<file path="config.mk">
export PLATFORM = sky130hd
export DESIGN_NAME = trig_capture
export DESIGN_NICKNAME = d
export VERILOG_FILES = /design/src/rtl/trig_capture_pkg.sv /design/src/rtl/trig_capture_ram.sv /design/src/rtl/trig_capture.sv
export SDC_FILE = /design/constraint.sdc
export NUM_CORES = 2
export LEC_CHECK = 0
export ABC_AREA = 1
export CAP_MARGIN = 15
export CELL_PAD_IN_SITES_DETAIL_PLACEMENT = 0
export CELL_PAD_IN_SITES_GLOBAL_PLACEMENT = 1
export CORE_MARGIN = 4
export CORE_UTILIZATION = 39
export CTS_CLUSTER_DIAMETER = 50
export DETAILED_ROUTE_END_ITERATION = 10
export PLACE_DENSITY_LB_ADDON = 0.1
export RECOVER_POWER = 50
export SYNTH_ARGS = -nofsm -noshare
export SYNTH_HDL_FRONTEND = slang
export SYNTH_HIERARCHICAL = 1
export SYNTH_SLANG_ARGS = --single-unit
</file>
<file path="constraint.sdc">
create_clock -name clk -period 2.93 [get_ports clk]
set_input_delay 0.586 -clock clk [delete_from_list [all_inputs] [get_ports clk]]
set_output_delay 0.586 -clock clk [all_outputs]
set_load 0.02 [all_outputs]
</file>
<file path="src/rtl/trig_capture_pkg.sv">
// Shared types and constants for the trigger-capture block.
// The HDR state exists only when TRIG_CAPTURE_HEADER_EN is defined.
package trig_capture_pkg;

    localparam int SAMPLE_W = 14;
    localparam logic [7:0] HDR_B0 = 8'hA5;
    localparam logic [7:0] HDR_B1 = 8'h5A;

`ifdef TRIG_CAPTURE_HEADER_EN
    typedef enum logic [2:0] {
        S_IDLE, S_PREFILL, S_ARMED, S_POST, S_HDR, S_SEND
    } state_t;
`else
    typedef enum logic [2:0] {
        S_IDLE, S_PREFILL, S_ARMED, S_POST, S_SEND
    } state_t;
`endif

endpackage

</file>
<file path="src/rtl/trig_capture_ram.sv">
// Simple dual-port sample buffer, one write port and one registered read port.
module trig_capture_ram
    import trig_capture_pkg::*;
#(
    parameter int DEPTH = 256,
    parameter int AW    = $clog2(DEPTH)
) (
    input  logic                clk,
    input  logic                we,
    input  logic [AW-1:0]       waddr,
    input  logic [SAMPLE_W-1:0] wdata,
    input  logic [AW-1:0]       raddr,
    output logic [SAMPLE_W-1:0] rdata
);

    logic [SAMPLE_W-1:0] mem [DEPTH];

    always_ff @(posedge clk) begin
        if (we)
            mem[waddr] <= wdata;
        rdata <= mem[raddr];
    end

endmodule

</file>
<file path="src/rtl/trig_capture.sv">
// Pre/post-trigger ADC capture into a circular buffer, streamed out as bytes.
// Define TRIG_CAPTURE_HEADER_EN to prefix each record with A5 5A rec_count[7:0].
module trig_capture
    import trig_capture_pkg::*;
#(
    parameter int DEPTH    = 256,
    parameter int PRE_TRIG = 32
) (
    input  logic                clk,
    input  logic                rst_n,
    input  logic [SAMPLE_W-1:0] adc_in,
    input  logic                trig_in,
    input  logic                arm,
    output logic [7:0]          tx_data,
    output logic                tx_valid,
    input  logic                tx_ready,
    output logic                armed,
    output logic                busy,
    output logic [15:0]         rec_count
);

    localparam int AW = $clog2(DEPTH);
    localparam logic [AW-1:0] ONE       = AW'(1);
    localparam logic [AW-1:0] PRE_OFS   = AW'(PRE_TRIG);
    localparam logic [AW-1:0] PRE_LAST  = AW'(PRE_TRIG - 1);
    localparam logic [AW-1:0] POST_LAST = AW'(DEPTH - PRE_TRIG - 2);
    localparam logic [AW-1:0] SEND_LAST = AW'(DEPTH - 1);

    state_t              state;
    logic [AW-1:0]       wr_ptr;
    logic [AW-1:0]       cnt;
    logic [AW-1:0]       start;
    logic [AW-1:0]       rd_ptr;
    logic [AW-1:0]       sent;
    logic                low_next;
    logic [7:0]          cur_low;
    logic                we;
    logic [SAMPLE_W-1:0] rdata;
`ifdef TRIG_CAPTURE_HEADER_EN
    logic [1:0]          hdr_idx;
`endif

    assign we = (state == S_PREFILL) || (state == S_ARMED) || (state == S_POST);

    trig_capture_ram #(.DEPTH(DEPTH), .AW(AW)) u_ram (
        .clk   (clk),
        .we    (we),
        .waddr (wr_ptr),
        .wdata (adc_in),
        .raddr (rd_ptr),
        .rdata (rdata)
    );

    // rd_ptr always addresses the next sample to load, so rdata is already
    // valid when the low byte of the current sample is accepted.
    always_ff @(posedge clk) begin
        if (!rst_n) begin
            state     <= S_IDLE;
            wr_ptr    <= '0;
            cnt       <= '0;
            start     <= '0;
            rd_ptr    <= '0;
            sent      <= '0;
            low_next  <= 1'b0;
            tx_valid  <= 1'b0;
            tx_data   <= '0;
            armed     <= 1'b0;
            busy      <= 1'b0;
            rec_count <= '0;
`ifdef TRIG_CAPTURE_HEADER_EN
            hdr_idx   <= '0;
`endif
        end else begin
            if (we)
                wr_ptr <= wr_ptr + ONE;
            case (state)
                S_IDLE: begin
                    if (arm) begin
                        state  <= S_PREFILL;
                        busy   <= 1'b1;
                        wr_ptr <= '0;
                        cnt    <= '0;
                    end
                end
                S_PREFILL: begin
                    cnt <= cnt + ONE;
                    if (cnt == PRE_LAST) begin
                        state <= S_ARMED;
                        armed <= 1'b1;
                    end
                end
                S_ARMED: begin
                    if (trig_in) begin
                        start  <= wr_ptr - PRE_OFS;
                        rd_ptr <= wr_ptr - PRE_OFS;
                        cnt    <= '0;
                        armed  <= 1'b0;
                        state  <= S_POST;
                    end
                end
                S_POST: begin
                    cnt <= cnt + ONE;
                    if (cnt == POST_LAST) begin
                        sent     <= '0;
                        low_next <= 1'b0;
`ifdef TRIG_CAPTURE_HEADER_EN
                        state    <= S_HDR;
                        tx_data  <= HDR_B0;
                        tx_valid <= 1'b1;
                        hdr_idx  <= '0;
`else
                        state    <= S_SEND;
`endif
                    end
                end
`ifdef TRIG_CAPTURE_HEADER_EN
                S_HDR: begin
                    if (tx_ready) begin
                        hdr_idx <= hdr_idx + 2'd1;
                        case (hdr_idx)
                            2'd0:    tx_data <= HDR_B1;
                            2'd1:    tx_data <= rec_count[7:0];
                            default: begin
                                state    <= S_SEND;
                                tx_data  <= {2'b00, rdata[13:8]};
                                cur_low  <= rdata[7:0];
                                low_next <= 1'b1;
                                rd_ptr   <= rd_ptr + ONE;
                            end
                        endcase
                    end
                end
`endif
                S_SEND: begin
                    if (!tx_valid) begin
                        tx_valid <= 1'b1;
                        tx_data  <= {2'b00, rdata[13:8]};
                        cur_low  <= rdata[7:0];
                        low_next <= 1'b1;
                        rd_ptr   <= rd_ptr + ONE;
                    end else if (tx_ready) begin
                        if (low_next) begin
                            tx_data  <= cur_low;
                            low_next <= 1'b0;
                        end else if (sent == SEND_LAST) begin
                            tx_valid  <= 1'b0;
                            busy      <= 1'b0;
                            rec_count <= rec_count + 16'd1;
                            state     <= S_IDLE;
                        end else begin
                            tx_data  <= {2'b00, rdata[13:8]};
                            cur_low  <= rdata[7:0];
                            low_next <= 1'b1;
                            rd_ptr   <= rd_ptr + ONE;
                            sent     <= sent + ONE;
                        end
                    end
                end
                default: state <= S_IDLE;
            endcase
        end
    end

    logic unused_start;
    assign unused_start = ^start;

endmodule

</file>
### Word level (Yosys, flattened, before mapping)

Memories as Yosys holds them, arrays and structs flattened. A register that Yosys moved wholly into a read port is not among the register bits.
Index checks and enable logic that the tools add are counted.

* flip-flop bits (word level): 71
* memory bits (writable): 3584
* input bits: 19
* output and inout port bits: 27
* word-level logic and storage cells: 117
* memories: 1

* $add $sub $neg: 6
* eq/ne operators: 23
* mux-type cells: 55
* bitwise operators: 1
* reduce and logical (&&, ||, !) cells: 19

Memory list
* u_ram.mem: words 256, bits a word 14, read ports 1, clocked after memory_dff 1, wr ports 1, line trig_capture_ram.sv:16 `logic [SAMPLE_W-1:0] mem [DEPTH];`

Operator list (number)
* $mux W8: 23
* $add A8 B1 Y8 const B: 4
* $pmux W8 S2: 2
* $mux W3: 8
* $pmux W8 S3: 1
* $ne A2 B2 Y1 const B: 9
* $mux W1: 17
* $add A16 B1 Y16 const B: 1
* $eq A8 B8 Y1 const B: 2
* $pmux W3 S5: 1
* $reduce_and A5 Y1: 3
* $ne A3 B3 Y1 const B: 4
* $reduce_and A3 Y1: 4
* $reduce_and A6 Y1: 2
* $eq A8 B5 Y1 const B: 1
* $reduce_and A8 Y1: 1
* $reduce_bool A2 Y1: 4
* $sub A8 B6 Y8 const B: 1
* $eq A3 B2 Y1 const B: 2
* $ne A2 B1 Y1 const B: 3
* $pmux W1 S2: 3
* $eq A3 B1 Y1 const B: 1
* $eq A3 B3 Y1 const B: 1
* $logic_not A3 Y1: 1
* 4 further kinds: 5

### Logic depth before layout (Yosys ltp)

* word-level depth: 6
* depth in mapped cells: 14
* mapped depth without buffers: 12

### Modules after synthesis

Netlist, hierarchy kept.

Modules (own cells, without submodules)
* trig_capture_ram: instances 1, cells an instance 11962, area each 144508.6 sq um, sequential area each 107903.5 sq um
* trig_capture: instances 1, cells an instance 556, area each 3738.6 sq um, sequential area each 1501.4 sq um

### Worst setup path after synthesis

OpenSTA, ideal clock, no wires.

* path type: register -> register
* start point: register state[0]
* end point: memory u_ram.mem[164][0] (enable)
* library setup time: 0.384 ns
* arrival: 2.163 ns
* data required time: 2.546 ns
* slack: 0.383 ns
* cell stages (with the launch flop): 7
* buffers on the path: 2
* clock period less this slack: 2.547 ns
* path through: dfxtp_1 -> nor2_1 -> nor2_1 -> clkbuf_1 -> nand3_1 -> clkbuf_1 -> nor2_1

* word-level cells in the longest chain between the ends: 5
* elaborated cells between the ends (all ways): 7
* classes of those cells: eq/ne (3); mux (2); reduce/logical (2)

RTL lines
* start: declaration: line trig_capture.sv:29 `state_t state;`
* start signal: assignment: line trig_capture.sv:58 `state <= S_IDLE;`
* start signal: assignment: line trig_capture.sv:79 `state <= S_PREFILL;`
* start signal: assignment: line trig_capture.sv:88 `state <= S_ARMED;`
* $eq A3 B1 Y1 / $eq A3 B2 Y1 (equally long branches): line trig_capture.sv:43 `assign we = (state == S_PREFILL) || (state == S_ARMED) || (state == S_POST);`
* $logic_or A1 B1 Y1: line trig_capture.sv:43
* $logic_or A1 B1 Y1 *: line trig_capture.sv:43
* net we: line trig_capture.sv:37 `logic we;`
* $mux W1 *: line trig_capture_ram.sv:19 `if (we)`
* $mux W1 (implied by the code) *: line trig_capture_ram.sv:20 `mem[waddr] <= wdata;`
* end: declaration: line trig_capture_ram.sv:16

Mark *: on every way through the listed nets, which the timed path passes. The rest lies on a longest branch.

### Final worst setup path

* start point: input adc_in[1]
* end point: memory u_ram.mem[4][1] (data pin)

RTL lines
* start: declaration: line trig_capture.sv:11 `input logic [SAMPLE_W-1:0] adc_in,`

No word-level cell before the write port.

==> flow_summary.yaml <==
place:
  port_buffers: 45
  dp_hpwl_um: 301400
  globalplace.congestion: 0.8419
worst_setup_path:
  slowest_delay_ns: 1.35
  crit_chain: "clkbuf_2 > buf_2"
  crit_fanout: 55
  path_class: "in -> reg"
  cp.arrival_ns: 3.47
  crit_slowest_cell: "clkbuf_2"
  crit_buf_inv: 2
  rrSetupSlack_ns: 0.008
  critPathLaunchType: "primary input"
  r2r_start: "rd_ptr[0]"
  reg2reg_depth: 15
  r2r_end: "u_ram/rdata[9]"
  cp-end-kind: "flop"
  cp.required_ns: 3.48
  path_delay_family: "buffers and inverters"
worst_hold_path:
  holdPathEnd: "busy"
  holdPathStages: 3
  min-delay-start: "arm"
  hp-class: "in -> reg"
pwr:
  p_per_area_mw_per_mm2: 1015
  power_uw: 179000
  peakVddDrop_v: 0.0007848
  leakage_uw: 0.06228
floorplanning:
  start_util: 0.3912
  num_rows: 226
  core_area_mm2: 0.3789
  io_pins: 46
  die_area_mm2: 0.3901
  dieWidth_um: 624.5
  die_h_um: 624.5
grt:
  gr-total-overflow: 0
  grt_pass1_wl_um: 712500
  first_global_vias: 96440
  gr-usage-all-layers: 0.2498
  grt_start_max_net_pins: 82
  antenna_found_initial: 33
clock_tree:
  numCtsBuffers: 463
  clock_sinks: 3669
  clk_latency_ns: 0.98
  htreeDepth: 5
  clk_pin_slew_ns: 0.06
  cts.path.max_buffers: 4
  root_buffer: "clkbuf_16"
  cts_tree: "done"
timing:
  setup_violations: 0
  hold_viol: 0
  finalCriticalPeriod_ns: 2.922
  rsz0062_at_grt: "true"
  worst_slew_pin_slew_ns: 2.723
  post-route-period-util: 0.9974
  skew_ns: 0.07166
  drv_slew: 820
  timing.fmax_mhz: 342.2
  relSlewSlack: -0.8154
cells_and_area:
  layout.nets: 13170
  syn_to_final_growth_pct: 18.96
  num-fill-cells: 34160
  layout-drive-gt1-share: 0.1258
  final_util: 0.4654
logic_synthesis:
  yosysTopAreaCell: "edfxtp_1"
  synthDistinctLibCells: 37
  synth_seq_cells: 3669
  synthCells: 12520
  seq_area_frac_synth: 0.7380
  syn_nets: 12550
  ys_top_cells_by_area: "edfxtp_1, nand3_1, nand2_1"
  yosysWarnings: 6
  syn_area_mm2: 0.1482
  yosys.area.top_type_share: 0.7276
  post_synth.cell_area_avg_um2: 11.84
routing:
  dr.pass1.iters: 6
  antenna_left: 0
  routed_wirelength_um: 499800
  routed_via_density: 5.484
  vias: 101800
  post_drt_wl_per_cell_um: 26.92
  drc: 0
  drt_iter0_markers: 11310
run_status:
  status: "finished with violations"
  violations: "capacitance limit, slew limit"
job:
  cap_violations: 15
-- report_power, final --
group / leakage, uW / total, uW / switching (uW) / internal, uW
Combinational: 0.0219 / 62900 / 44200 / 18800
Clock: 0.00749 / 57500 / 22800 / 34800
Sequential: 0.0329 / 58600 / 464 / 58100
-- timing repair --
item / in CTS / in global routing
hold buffers: 3 / 0
endpoints found under the setup margin: 11 / 21
gates resized for setup: 13 / 21
setup buffers: 9 / 0
hold endpoints to repair: 31 / 0
cloned: 1 / 2
-- stage by stage --
step	instances	hold slack [ns]	TNS [ns]	area (um2)	worst slack [ns]
3_5_place_dp	17680	0.3921	-1.204	161200	-0.2796
5_1_grt	18560	0.3340	-0.9609	176300	-0.03180
6_report	18570	0.3681	0	176400	0.007503
4_1_cts	18560	0.001476	0	177000	0.009913
3_3_place_gp	17680	0.3894	-1.425	161200	-0.2870
2_1_floorplan	12520	0.3855	0	148200	0.3825
-- state kept, by name, summed over array words and instances (netlist names), 3 cells and up --
register	cells
cur_low	8
sent	8
state	3
wr_ptr	8
tx_data	8
u_ram/rdata	14
rd_ptr	8
rec_count	16
u_ram/mem	3584
cnt	8
-- cells in the final DEF, fill, tap and decap left out, types with 8 or more instances in the layout --
cell / n
nand3_1: 3543
clkbuf_4: 10
o21ai_0: 20
xor2_1: 11
clkbuf_1: 107
clkinv_4: 28
clkdlybuf4s50_1: 31
clkinv_2: 65
bufinv_16: 59
inv_1: 91
clkinvlp_4: 52
inv_6: 28
nand2_1: 3854
nand3_2: 17
diode_2: 14
dfxtp_1: 70
clkinv_1: 73
buf_4: 654
edfxtp_1: 3592
nand2_2: 18
nand4_1: 8
nor2_1: 350
ha_1: 8
clkbuf_2: 44
buf_16: 8
buf_12: 187
clkbuf_16: 471
a21oi_1: 50
nor3_1: 11
-- tightest hold or removal path, delay by kind of cell --
kind	cells	cell delay, ns
buffers and inverters	1	0.43
AO/OA/AOI/OAI	1	0.09
AND/OR/NAND/NOR	1	0.17
-- kinds of logic (layout without fill, tap and decap cells) --
group	count (synthesis)	in the layout	share of synthesized area
buf+inv	931	1954	0.02899
xor+xnor	14	14	0.0008271
other cells	0	14	0
flops	3669	3669	0.7380
simple gates	7816	7816	0.2286
fa+ha+maj	8	8	0.0006752
compound gates	80	80	0.002937
-- cells in the mapped netlist --
cell      count
xnor2_1       3
a211oi_1      1
a31oi_2       1
inv_1        91
nand3b_1      3
or2_2         1
o21ai_2       1
nor2_8        1
nor3_1       12
nand4_1       8
dfxtp_1      77
o21ai_1       2
nand3_1    3560
nand3_2       1
buf_4        86
nor2_2        1
nor2_1      353
edfxtp_1   3592
inv_2         9
o31ai_1       1
o21bai_2      2
o21bai_1      1
buf_2       378
clkbuf_1    274
nor3_2        1
xor2_1       11
o21ai_0      19
ha_1          8
nand2_2       3
a21oi_1      50
a31oi_1       1
buf_1        92
buf_6         1
nor3b_1       1
a22oi_1       1
and3_1        1
nand2_1    3870
-- how the worst max path moves through the flow --
stage                         start           endpoint  slack (ns)  depth (start not counted)
after CTS                 rd_ptr[0]     u_ram/rdata[9]        0.01                         15
after floorplan            state[0]  u_ram/mem[164][0]        0.38                          6
final                     adc_in[1]    u_ram/mem[4][1]       0.008                          2
after detailed placement  rd_ptr[0]     u_ram/rdata[7]       -0.28                         14
after global placement    rd_ptr[0]     u_ram/rdata[7]       -0.29                         14
after global routing      rd_ptr[0]     u_ram/rdata[5]       -0.03                         16
-- metal layers --
layer  track usage  vias to the layer above  wire, um
met3       0.03394                      598     37050
met1        0.3693                    51470    221800
met2        0.3911                     3897    228300
li1              -                    45880         -
met5             0                        -        12
met4       0.05936                        2     12690
-- area by class of cell --
cell class	instances	area (um2)	share of cell area
Sequential cell	3669	109400	0.6205
Multi-Input combinational cell	7918	34690	0.1967
Clock buffer	539	12050	0.06832
Timing Repair Buffer	994	9869	0.05596
Tap cell	5016	6276	0.03559
Clock inverter	321	3596	0.02039
Inverter	100	407.9	0.002313
Antenna cell	14	35.03	0.0001987
Power figures use the tool's default switching activity.
